===== config.mk =====
export PLATFORM = sky130hd
export DESIGN_NAME = sdes_ep_mix_stage
export DESIGN_NICKNAME = d
export VERILOG_FILES = /design/src/rtl/sdes_pkg.sv /design/src/rtl/sdes_ep_xor.sv /design/src/rtl/sdes_ep_mix_stage.sv
export SDC_FILE = /design/constraint.sdc
export NUM_CORES = 1
export LEC_CHECK = 0
export ABC_AREA = 1
export CAP_MARGIN = 10
export CORE_MARGIN = 8
export CORE_UTILIZATION = 56
export DETAILED_ROUTE_END_ITERATION = 8
export PLACE_DENSITY_LB_ADDON = 0.25
export SETUP_SLACK_MARGIN = 0.5
export SYNTH_ARGS = -nofsm -noshare
export SYNTH_HDL_FRONTEND = slang
export SYNTH_SLANG_ARGS = --single-unit

===== constraint.sdc =====
create_clock -name clk -period 4.3 [get_ports clk]
set_input_delay 0.86 -clock clk [delete_from_list [all_inputs] [get_ports clk]]
set_output_delay 0.86 -clock clk [all_outputs]
set_load 0.02 [all_outputs]

===== src/rtl/sdes_pkg.sv =====
// Shared S-DES definitions: field widths, the expansion/permutation index
// table and the round-key selection rule.
package sdes_pkg;

    localparam int NIB_W  = 4;
    localparam int BYTE_W = 8;

    // Source bit of the 4-bit right half for each EP output bit, indexed by
    // output bit position (element 7 is the MSB). With r1 = bit 3 and
    // r4 = bit 0, this yields EP = r4 r1 r2 r3 r2 r3 r4 r1.
    localparam logic [1:0] EP_IDX [BYTE_W] = '{2'd3, 2'd0, 2'd1, 2'd2,
                                               2'd1, 2'd2, 2'd3, 2'd0};

    // One buffered result: the mixed byte plus the round tag travelling with it.
    typedef struct packed {
        logic              round;
        logic [BYTE_W-1:0] mix;
    } ep_entry_t;

    // Decryption runs the rounds with the subkeys swapped, so the key choice
    // collapses to round XOR decrypt.
    function automatic logic [BYTE_W-1:0] key_select(
        input logic              round,
        input logic              decrypt,
        input logic [BYTE_W-1:0] k1,
        input logic [BYTE_W-1:0] k2
    );
        return (round ^ decrypt) ? k2 : k1;
    endfunction

endpackage


===== src/rtl/sdes_ep_xor.sv =====
// Expansion/permutation of the right half followed by the subkey XOR.
// Purely combinational; split out so the bit mapping lives in one place.
module sdes_ep_xor
    import sdes_pkg::*;
(
    input  logic [NIB_W-1:0]  right,
    input  logic [BYTE_W-1:0] key,
    output logic [NIB_W-1:0]  s0_nibble,
    output logic [NIB_W-1:0]  s1_nibble
);

    logic [BYTE_W-1:0] ep;
    logic [BYTE_W-1:0] mix;

    // Wire each EP output bit to its source bit in the right half.
    for (genvar g = 0; g < BYTE_W; g++) begin : g_ep
        assign ep[g] = right[EP_IDX[g]];
    end

    // Key mix and split into the two S-box inputs.
    always_comb begin
        mix       = ep ^ key;
        s0_nibble = mix[BYTE_W-1:NIB_W];
        s1_nibble = mix[NIB_W-1:0];
    end

endmodule


===== src/rtl/sdes_ep_mix_stage.sv =====
// S-DES EP/key-mix pipeline stage: computes the S-box inputs at acceptance
// and queues them in a small FIFO toward the S-box consumer. Intake is held
// off until keys have been loaded once after reset.
module sdes_ep_mix_stage
    import sdes_pkg::*;
#(
    parameter int DEPTH = 2
)
(
    input  logic              clk,
    input  logic              rst,
    input  logic              key_load,
    input  logic [BYTE_W-1:0] k1_in,
    input  logic [BYTE_W-1:0] k2_in,
    input  logic              in_valid,
    output logic              in_ready,
    input  logic [NIB_W-1:0]  in_right,
    input  logic              in_round,
    input  logic              in_decrypt,
    output logic              out_valid,
    input  logic              out_ready,
    output logic [NIB_W-1:0]  s0_nibble,
    output logic [NIB_W-1:0]  s1_nibble,
    output logic              out_round
);

    // DEPTH is 2 or 4, so the pointers wrap naturally at their width.
    localparam int PTR_W = (DEPTH > 2) ? 2 : 1;
    localparam int CNT_W = 3;

    logic [BYTE_W-1:0] k1_q, k1_d;
    logic [BYTE_W-1:0] k2_q, k2_d;
    logic              keys_loaded_q, keys_loaded_d;
    logic [PTR_W-1:0]  wr_ptr_q, wr_ptr_d;
    logic [PTR_W-1:0]  rd_ptr_q, rd_ptr_d;
    logic [CNT_W-1:0]  count_q, count_d;
    ep_entry_t         mem_q [DEPTH];
    ep_entry_t         mem_d [DEPTH];

    logic              push;
    logic              pop;
    logic [BYTE_W-1:0] sel_key;
    logic [NIB_W-1:0]  new_s0;
    logic [NIB_W-1:0]  new_s1;
    ep_entry_t         head;

    // Key chosen from the registered keys, so a same-cycle key_load does not
    // affect the entry being accepted.
    always_comb begin
        sel_key = key_select(in_round, in_decrypt, k1_q, k2_q);
    end

    sdes_ep_xor u_ep_xor (
        .right     (in_right),
        .key       (sel_key),
        .s0_nibble (new_s0),
        .s1_nibble (new_s1)
    );

    // Handshake and head-of-queue presentation; data is zeroed when empty.
    always_comb begin
        out_valid = (count_q != '0);
        in_ready  = keys_loaded_q && (count_q < CNT_W'(DEPTH));
        push      = in_valid && in_ready;
        pop       = out_valid && out_ready;
        head      = mem_q[rd_ptr_q];
        s0_nibble = out_valid ? head.mix[BYTE_W-1:NIB_W] : '0;
        s1_nibble = out_valid ? head.mix[NIB_W-1:0]      : '0;
        out_round = out_valid ? head.round               : 1'b0;
    end

    // Next-state for keys, FIFO storage, pointers and occupancy.
    always_comb begin
        k1_d          = k1_q;
        k2_d          = k2_q;
        keys_loaded_d = keys_loaded_q;
        mem_d         = mem_q;
        wr_ptr_d      = wr_ptr_q;
        rd_ptr_d      = rd_ptr_q;
        count_d       = count_q;

        if (key_load) begin
            k1_d          = k1_in;
            k2_d          = k2_in;
            keys_loaded_d = 1'b1;
        end

        if (push) begin
            mem_d[wr_ptr_q] = '{round: in_round, mix: {new_s0, new_s1}};
            wr_ptr_d        = wr_ptr_q + PTR_W'(1);
        end

        if (pop) begin
            rd_ptr_d = rd_ptr_q + PTR_W'(1);
        end

        case ({push, pop})
            2'b10:   count_d = count_q + CNT_W'(1);
            2'b01:   count_d = count_q - CNT_W'(1);
            default: count_d = count_q;
        endcase
    end

    // State registers; reset wins over key loads and any transfer.
    always_ff @(posedge clk) begin
        if (rst) begin
            k1_q          <= '0;
            k2_q          <= '0;
            keys_loaded_q <= 1'b0;
            wr_ptr_q      <= '0;
            rd_ptr_q      <= '0;
            count_q       <= '0;
            for (int i = 0; i < DEPTH; i++) begin
                mem_q[i] <= '0;
            end
        end else begin
            k1_q          <= k1_d;
            k2_q          <= k2_d;
            keys_loaded_q <= keys_loaded_d;
            wr_ptr_q      <= wr_ptr_d;
            rd_ptr_q      <= rd_ptr_d;
            count_q       <= count_d;
            mem_q         <= mem_d;
        end
    end

endmodule


Yosys cells after proc, flatten, opt, wreduce, memory -nomap -nowiden:

Index checks and enable logic that the tools add are counted.
W data, S select, Z words.

* add/sub/neg operators: 4
* bitwise gates (word level): 4
* mux-type cells: 11
* order comparisons: 4
* equal/unequal tests: 2
* reduce and logical (&&, ||, !) cells: 6

Operator list (number)
* $mux W9: 4
* $bwmux W18: 1
* $demux W9 S1: 1
* $mux W4: 2
* $mux W8: 1
* $xor A8 B8 Y8: 1
* $pmux W3 S2: 1
* $ge A2 B2 Y1 const B: 2
* $logic_and A1 B1 Y1: 4
* $not A1 Y2: 2
* $add A3 B1 Y3 const B: 1
* $lt A3 B2 Y1 const B: 1
* $reduce_bool A3 Y1: 1
* $sub A3 B1 Y3 const B: 1
* $add A1 B1 Y1 const B: 2
* $eq A2 B1 Y1 const B: 1
* $eq A2 B2 Y1 const B: 1
* $lt A2 B1 Y1 const B: 1
* $reduce_bool A2 Y1: 1
* $mux W1: 1
* $xor A1 B1 Y1: 1

* input bits: 27
* bits in registers: 40
* output and inout bits: 11
* logic and storage cells: 41

Longest topological paths before layout:

* depth in word-level cells: 6
* mapped depth: 10
* depth with buffers taken out: 10

Hierarchy:

A second synthesis with hierarchy kept.

* cells, all modules: 286
* area, all modules: 1913.1 um^2

Modules (own cells, without submodules)
* sdes_ep_mix_stage: times used 1, area an instance 1778.0 um^2, cells each 250, sequential area each 800.8 um^2
* sdes_ep_xor: times used 1, area an instance 135.1 um^2, cells each 36, sequential area each 0.0 um^2

Least setup slack after synthesis:

Ideal clock, no wire load.

* path type: input to register
* start: input port out_ready
* end: register count_q[2]
* path slack: 2143 ps
* data required time: 4230 ps
* stages on the path: 9
* arrival: 2087 ps
* library setup time: 70 ps
* path through: a21boi_0 > ha_1 > inv_1 > fa_1 > nor2_1 > nor2_1 > nand2_1 > o21ai_0 > a21oi_1

* word-level cells in the longest chain between the ends: 3
* elaborated cells between the ends (all ways): 5
* those cells by class: eq/ne (2); mux (1); reduce/logical (2)

RTL lines
* start, declared: line sdes_ep_mix_stage.sv:21 `input logic out_ready,`
* $logic_and A1 B1 Y1 (*): line sdes_ep_mix_stage.sv:65 `pop = out_valid && out_ready;`
* $eq A2 B1 Y1 or $eq A2 B2 Y1 (tied branches): line sdes_ep_mix_stage.sv:97 `case ({push, pop})`
* $pmux W3 S2 or $reduce_bool A2 Y1 (tied branches)
* end signal, assigned: line sdes_ep_mix_stage.sv:122 `count_q <= count_d;`
* end, declared: line sdes_ep_mix_stage.sv:36 `logic [CNT_W-1:0] count_q, count_d;`

Mark *: on every way between the ends. The rest lies on a longest branch, timed or not.
A chain may end at the register's enable or synchronous reset.

Final worst setup path:

* start: register rd_ptr_q
* end: output port s0_nibble[3]

* word-level cells in the longest chain between the ends: 5

RTL lines
* start, declared: line sdes_ep_mix_stage.sv:35 `logic [PTR_W-1:0] rd_ptr_q, rd_ptr_d;`
* start signal, assigned: line sdes_ep_mix_stage.sv:121 `rd_ptr_q <= rd_ptr_d;`
* $not A1 Y2 (not written as such): line sdes_ep_mix_stage.sv:66 `head = mem_q[rd_ptr_q];`
* $mux W9 (not written as such) (3 in a row): line sdes_ep_mix_stage.sv:66
* $mux W4: line sdes_ep_mix_stage.sv:67 `s0_nibble = out_valid ? head.mix[BYTE_W-1:NIB_W] : '0;`
* end, declared: line sdes_ep_mix_stage.sv:22 `output logic [NIB_W-1:0] s0_nibble,`

No other way between the ends. The select of a mux whose other input is x is not followed.

==> impl_metrics.toml <==
[power]
powerDensity_nw_per_um2 = 406
p_leak_nw = 1.19
ir_drop_v = 0.000219

[synthesis]
syn-cell-area_um2 = 2060
synth-seq-cells = 40
synthTopCellsByArea = "dfxtp_1, nand3_1, nand2_1"
yosysTopAreaCell = "dfxtp_1"
ys_seq_area_share_pct = 38.9
yosys.area.top_type_share_pct = 38.9
yosys.cell_types.count = 20
synth_fp_nets = 336
ys_warn_count = 0
syn_avg_cell_area_um2 = 6.70
synthCells = 307

[placed_design]
io_buffers = 37
hpwl_um = 3340
gp_congestion = 0.780
dpl-instance-area_um2 = 2430

[hold_path]
min_path_type = "register to register"

[floorplanning]
start_util_pct = 57.0
ios = 38
die_w_um = 76.6
die_area_um2 = 5870
num_rows = 22
core_um2 = 3610
fp.dieH_um = 76.6

[layout]
stdcell_area_um2 = 2520
syn2layout_area_growth_pct = 22.6
fill_cells = 315
utilization_pct = 69.9
final_nets = 369
diodes = 0
final_common_cell = "nand2_1"
layout-drive-gt1-share_pct = 4.69
final_cell_mix = "nand2_1, nand3_1, inv_1, dfxtp_1, clkdlybuf4s50_1"

[critical_path]
crit_chain = "nand2_1 -> o21ai_0 -> nand2_1 -> inv_1 -> clkdlybuf4s50_1"
cp-start-kind = "register"
cp_slowest_cell = "dfxtp_1"
cp_slowest_stage_delay_ns = 0.64
cp.arrival_ns = 1.88
end_kind = "output pin"
critPathBufInv = 2
cp.required_ns = 3.44
cp_max_fo = 20
reg2reg_slack_ns = 2.29
cpMostUsedCell = "nand2_1"
critPathKind = "register to output pin"
critical_path.top_delay_family = "buffers and inverters"

[cts]
cts_hold_buf = 0
clk_latency_ns = 0.30
htree_levels = 2
cts_tree = "built"
numCtsBuffers = 5
cts.sinks = 40
clk_pin_slew_worst_paths_ns = 0.08
clockRootBuffer = "clkbuf_8"
cts_resized = 0
clk_path_buf_depth = 2
postCtsSetupBuffers = 0

[drt]
postRouteAntennaNets = 0
drtIter0Drc = 123
wl_per_cell_um = 11.0
num_vias = 1927
drc = 0
drt-pass1-iter-count = 4
drt-total-wl_um = 4280
routed_via_density = 4.95

[global_route]
grt_pass1_wl_um = 7890
use_met3_pct = 5.07
antenna_found_initial = 0
grt-busiest-layer = "met2"
grt_max_degree = 31
grt_pass1_vias = 1868
use_met2_pct = 25.6
grt-ovfl-total = 0
grtUsageTotal_pct = 15.7
grtUsageMet1_pct = 18.6

[flow_run]
cap_violations = 0

[timing]
fin_crit_ns = 2.74
hold_viol = 0
hold_slack_ns = 0.468
maxSlewHeadroom_pct = 50.8
tightestPinTransition_ns = 0.738
finalCritPeriodShare_pct = 63.6
slew_violations = 0
fmax_ghz = 0.366
skew_ns = 0.00981
setup_viol_count_final = 0
rsz0062_at_grt = "no"
tns_ns = 0

[run_status]
status = "finished, final reports clean"
flip-flops by register name, summed over array words and instances, names as in the netlist:
signal	count
k1_q	8
wr_ptr_q	1
count_q	3
k2_q	8
rd_ptr_q	1
mem_q	18
keys_loaded_q	1
synthesized netlist by cell type (all sizes together):
library cell	count
a21oi	24
dfxtp	40
clkbuf	7
nand2	69
nor2	18
nand4	2
buf	4
ha	1
nor3	1
nand3b	7
inv	51
fa	1
a21boi	1
nand3	51
o21ai	30
routing by layer:
metal,routed length (um),up-vias
met5,0,-
met4,60,0
met3,192,7
met2,1940,40
met1,2090,832
li1,-,1048
final timing paths:
kind / startpoint / end / depth (start not counted)
setup / recovery: rd_ptr_q / s0_nibble[3] / 5
hold / removal: mem_q[17] / mem_q[17] / 2
setup reg to reg: count_q[1] / count_q[2] / 10
hold reg to reg: mem_q[17] / mem_q[17] / 2
tightest hold or removal path, cell delays in order (launching register included):
cell     delay (ns)
dfxtp_1        0.31
inv_1          0.06
a21oi_1        0.06
layout make-up:
| cell class | count | area, um^2 | share of cell area [%] |
|---|---|---|---|
| inverters | 51 | 191 | 7.59 |
| well taps | 48 | 60.1 | 2.38 |
| repair buffers | 37 | 370 | 14.7 |
| flip-flops and latches | 40 | 801 | 31.8 |
| multi-input cells | 205 | 1010 | 39.9 |
| clock buffers | 6 | 82.6 | 3.28 |
| clock inverters | 2 | 10.0 | 0.397 |
through the flow:
step / instances / total power [mW] / setup slack (ns)
3_3_place_gp: 381 / 0.765 / 1.61
4_1_cts: 389 / 1.03 / 1.54
6_report: 389 / 1.02 / 1.56
3_5_place_dp: 381 / 0.777 / 1.51
5_1_grt: 389 / 1.09 / 1.36
2_1_floorplan: 307 / 0.665 / 2.14
where the power goes:
part | internal, mW | switching (mW)
logic | 0.128 | 0.188
clock network | 0.128 | 0.128
registers | 0.411 | 0.0406
kinds of logic after synthesis:
kind of cell	count (synthesis)	synth area share [%]
simple gates	148	33.8
buf+inv	62	12.2
compound gates	55	13.5
flops	40	38.9
fa+ha+maj	2	1.58
Note: power is estimated with default switching activity, not from simulation.
==> variant 1, RTL diff (same flow settings) <==
`k1_q` no longer has a reset.
--- a/src/rtl/sdes_ep_mix_stage.sv
+++ b/src/rtl/sdes_ep_mix_stage.sv
@@ -104,7 +104,6 @@
     // State registers; reset wins over key loads and any transfer.
     always_ff @(posedge clk) begin
         if (rst) begin
-            k1_q          <= '0;
             k2_q          <= '0;
             keys_loaded_q <= 1'b0;
             wr_ptr_q      <= '0;
@@ -114,7 +113,6 @@
                 mem_q[i] <= '0;
             end
         end else begin
-            k1_q          <= k1_d;
             k2_q          <= k2_d;
             keys_loaded_q <= keys_loaded_d;
             wr_ptr_q      <= wr_ptr_d;
@@ -124,5 +122,9 @@
         end
     end
 
+    always_ff @(posedge clk) begin
+        k1_q <= k1_d;
+    end
+
 endmodule
 
Check against the original RTL: same outputs for any inputs over 10 cycles, from zero or initial values and one cycle with rst high; that may be too few to reach the edited logic, so the function may still have changed.
==> variant 1 against the unedited design <==
- combinational power decreased by 11%
- cell count decreased by 6.2%
- synthesized area decreased by 1.7%
- sequential share of layout area increased by 3.8 points
- final area decreased by 1.9%
- worst setup slack got worse by 0.10 ns
- power decreased by 7.0%
- routed wire length decreased by 4.0%
- clock skew increased by 0.00083 ns
- hold slack improved by 0.0050 ns
- sequential cell count unchanged
- core utilization decreased by 0.79 points
- critical endpoint is now s1_nibble[1]
- largest cell class unchanged
==> variant 1: results (changes against the unedited design) <==
[layout]
fill_cells=327  ; was 315
clkbuf_count=7  ; was 6
num-nonclk-inverters=49  ; was 51
multi_input_area_share_pct=36.7  ; was 39.9%
nets=345  ; was 369
drive_gt1_share_pct=4.42  ; was 4.69%
seqCellArea_um2=881  ; was 801 µm²
nonClkBufAreaFrac_pct=15.0  ; was 14.7%
final-clk-cell-share_pct=2.88  ; was 3.67%

[critical_path]
arrival_ns=1.98  ; was 1.88 ns
max_stage_delay_ns=0.70  ; was 0.64 ns
rrSetupSlack_ns=2.36  ; was 2.29 ns
endpoint=s1_nibble[1]  ; was s0_nibble[3]

[status]
outcome=finished clean  ; unchanged

[clock_tree]
clk_pin_slew_worst_paths_ns=0.12  ; was 0.08 ns
clockRootBuffer=clkbuf_4  ; was clkbuf_8
worstSkewPairLatency_ns=0.35  ; was 0.30 ns
post-cts-setup-buffers=0  ; unchanged

[yosys]
ys_seq_area_share_pct=43.6  ; was 38.9%
post_synth_most_frequent_cells=66 x nand2_1, 50 x nand3_1, 48 x inv_1  ; was 66 x nand2_1, 51 x nand3_1, 50 x inv_1
synth_mux_area_share_pct=0  ; unchanged
synth-edff-count=8  ; was 0
ys_types=21  ; was 20
synth_area_leaders=dfxtp_1 32%, nand3_1 12%, nand2_1 12%  ; was dfxtp_1 39%, nand3_1 12%, nand2_1 12%
synth_nets=310  ; was 336
syn-mean-instance-area_um2=7.20  ; was 6.70 µm²
synth-compound-area-share_pct=11.3  ; was 13.5%
synthAdderAreaFrac_pct=1.61  ; was 1.58%

[timing]
slew_headroom_pct=59.7  ; was 50.8%
max_freq_mhz=352  ; was 366 MHz
clock_skew_ns=0.0106  ; was 0.00981 ns

[place]
port_buffers=37  ; unchanged
place_congestion=0.812  ; was 0.780
dp_slack_ns=1.54  ; was 1.51 ns

[global_routing]
grtUsageTotal_pct=15.5  ; was 15.7%
grt_use_met3_pct=4.72  ; was 5.07%
first_global_vias=1793  ; was 1868
grt_util_met2_pct=26.8  ; was 25.6%
grt_pass1_wl_mm=7.62  ; was 7.89 mm
use_met1_pct=17.8  ; was 18.6%

[detailed_routing]
detail_route.iter0.violations=107  ; was 123
route.met3.wl_um=202  ; was 192 µm
wl_met2_mm=1.97  ; was 1.94 mm
wl_met1_mm=1.89  ; was 2.09 mm
vias_per_cell=4.92  ; was 4.95

[pwr]
leakage_uw=0.00114  ; was 0.00119 µW
max-vdd-ir-drop_mv=0.192  ; was 0.219 mV

-- variant 1: changes by cell type after synthesis, sizes merged --
cell and delta:
edfxtp +8, a21oi -1, buf -1, o21ai -9, dfxtp -8, nand3 -1, clkbuf -1, nor2 -12
inv -2, nand3b +1
-- variant 1: power breakdown --
part	leakage [µW]	internal, µW	switching [µW]	total [µW]
clock network	0.0000404	98.6	119	217
registers	0.000340	420	33.9	454
logic	0.000755	113	168	281
-- variant 1: metrics by stage --
step | util [%] | std cells | total power, µW | hold slack (ns) | area (µm²)
final | 69.1 | 365 | 952 | 0.473 | 2470
after global routing | 69.1 | 365 | 1020 | 0.498 | 2470
after CTS | 69.1 | 365 | 960 | 0.471 | 2470
after detailed placement | 67.1 | 357 | 744 | 0.453 | 2400
after global placement | 67.1 | 357 | 739 | 0.442 | 2400
after floorplan | - | 281 | 642 | 0.424 | 2020
-- variant 1: worst min path at each step --
stage                     cells past startpoint                     end  slack [ns]              startpoint
after floorplan                               2  mem_q[17]$_SDFFE_PP0P_        0.42  mem_q[17]$_SDFFE_PP0P_
after global placement                        2  mem_q[17]$_SDFFE_PP0P_        0.44  mem_q[17]$_SDFFE_PP0P_
after detailed placement                      2  mem_q[17]$_SDFFE_PP0P_        0.45  mem_q[17]$_SDFFE_PP0P_
after CTS                                     2  mem_q[17]$_SDFFE_PP0P_        0.47  mem_q[17]$_SDFFE_PP0P_
after global routing                          2   mem_q[6]$_SDFFE_PP0P_        0.50   mem_q[6]$_SDFFE_PP0P_
final                                         2  mem_q[17]$_SDFFE_PP0P_        0.47  mem_q[17]$_SDFFE_PP0P_
-- variant 1: tightest hold or removal path, stage by stage (launching register included) --
cell	delay (ns)
dfxtp_1	0.32
inv_1	0.06
a21oi_1	0.06
==> variant 2, RTL diff (same flow settings) <==
Without the edit above. Add an input register stage for `key_load`; this delays it by one clock. The other inputs are not delayed to match. Comments in the files are not updated.
--- a/src/rtl/sdes_ep_mix_stage.sv
+++ b/src/rtl/sdes_ep_mix_stage.sv
@@ -27,6 +27,12 @@
     // DEPTH is 2 or 4, so the pointers wrap naturally at their width.
     localparam int PTR_W = (DEPTH > 2) ? 2 : 1;
     localparam int CNT_W = 3;
+
+    logic key_load_q;
+
+    always_ff @(posedge clk) begin
+        key_load_q <= key_load;
+    end
 
     logic [BYTE_W-1:0] k1_q, k1_d;
     logic [BYTE_W-1:0] k2_q, k2_d;
@@ -79,7 +85,7 @@
         rd_ptr_d      = rd_ptr_q;
         count_d       = count_q;
 
-        if (key_load) begin
+        if (key_load_q) begin
             k1_d          = k1_in;
             k2_d          = k2_in;
             keys_loaded_d = 1'b1;
Formal check against the unedited RTL: not equivalent (Yosys sat finds a counterexample within 4 cycles, from zero or initial values and one cycle with rst high).
==> variant 2 against the unedited design <==
- combinational power rose by 1%
- critical path depth did not move
- worst setup slack got worse by 0.065 ns
- synthesized area rose by 0.97%
- sequential cell count rose by 1
- final area rose by 1.7%
- hold slack got worse by 0.0015 ns
- routed wire length rose by 5.0%
- via count rose by 3.5%
- power rose by 7.5%
- fmax fell by 2.3%
==> variant 2: results (changes against the unedited design) <==
[status]
outcome=finished clean  ; unchanged

[pwr]
leakage_uw=0.00121  ; was 0.00119 µW
max-vdd-ir-drop_mv=0.242  ; was 0.219 mV
switchingPower_uw=363  ; was 357 µW
internal_power_uw=738  ; was 667 µW
powerClk_uw=318  ; was 256 µW

[detailed_routing]
wl_met2_mm=2.20  ; was 1.94 mm
wl_met1_mm=1.99  ; was 2.09 mm
drt_wl_total_mm=4.50  ; was 4.28 mm
route.met3.wl_um=235  ; was 192 µm
wire_per_inst_um=11.5  ; was 11.0 µm

[global_routing]
grt_pass1_wl_mm=8.06  ; was 7.89 mm
grt_use_met3_pct=4.66  ; was 5.07%
use_met1_pct=17.3  ; was 18.6%
first_global_vias=1907  ; was 1868
grtUsageTotal_pct=16.2  ; was 15.7%

[place]
dp_slack_ns=1.51  ; about the same
hpwl_mm=3.27  ; was 3.34 mm
place_congestion=0.822  ; was 0.780
dp_cells=382  ; was 381
placed_area_mm2=0.00245  ; was 0.00243 mm²

[yosys]
synth_cells=308  ; was 307
synth_area_leaders=dfxtp_1 40%, nand3_1 12%, nand2_1 12%  ; was dfxtp_1 39%, nand3_1 12%, nand2_1 12%
synth-compound-area-share_pct=13.4  ; was 13.5%
synth_top_cell_area_share_pct=39.5  ; was 38.9%
ys_seq_area_share_pct=39.5  ; was 38.9%
synthAdderAreaFrac_pct=1.57  ; was 1.58%

[timing]
clock_skew_ns=0.00813  ; was 0.00981 ns
tightest_slew_ns=0.766  ; was 0.738 ns

[critical_path]
arrival_ns=1.94  ; was 1.88 ns
max_stage_delay_ns=0.69  ; was 0.64 ns
crit_family=flip-flops  ; was buffers and inverters

[layout]
drive_gt1_share_pct=4.39  ; was 4.69%
fill_cells=313  ; was 315
fin_util_pct=71.1  ; was 69.9%

[variant 2: cell types whose count changed in the layout (fill, tap and decap cells not counted)]
cell       before  now
dfxtp_1        40   41
clkbuf_1        0    1
bufinv_16       0    1
clkinv_2        2    0
[variant 2: path summary, 6_finish.rpt]
kind	to	startpoint	slack, ns	cells after the start
worst min-delay path	mem_q[17]$_SDFFE_PP0P_	mem_q[17]$_SDFFE_PP0P_	0.47	2
worst max register to register	count_q[2]$_SDFFE_PP0P_	count_q[1]$_SDFFE_PP0P_	2.30	10
worst min register to register	mem_q[17]$_SDFFE_PP0P_	mem_q[17]$_SDFFE_PP0P_	0.47	2
worst max-delay path	s0_nibble[1]	rd_ptr_q$_SDFFE_PP0N_	1.50	5
[variant 2: area by class of cell]
type | count | area share, %
multi-input cells | 205 | 39.2
inverters | 51 | 7.46
flip-flops and latches | 41 | 32.0
repair buffers | 37 | 14.4
well taps | 48 | 2.34
clock inverters | 1 | 1.17
clock buffers | 7 | 3.37
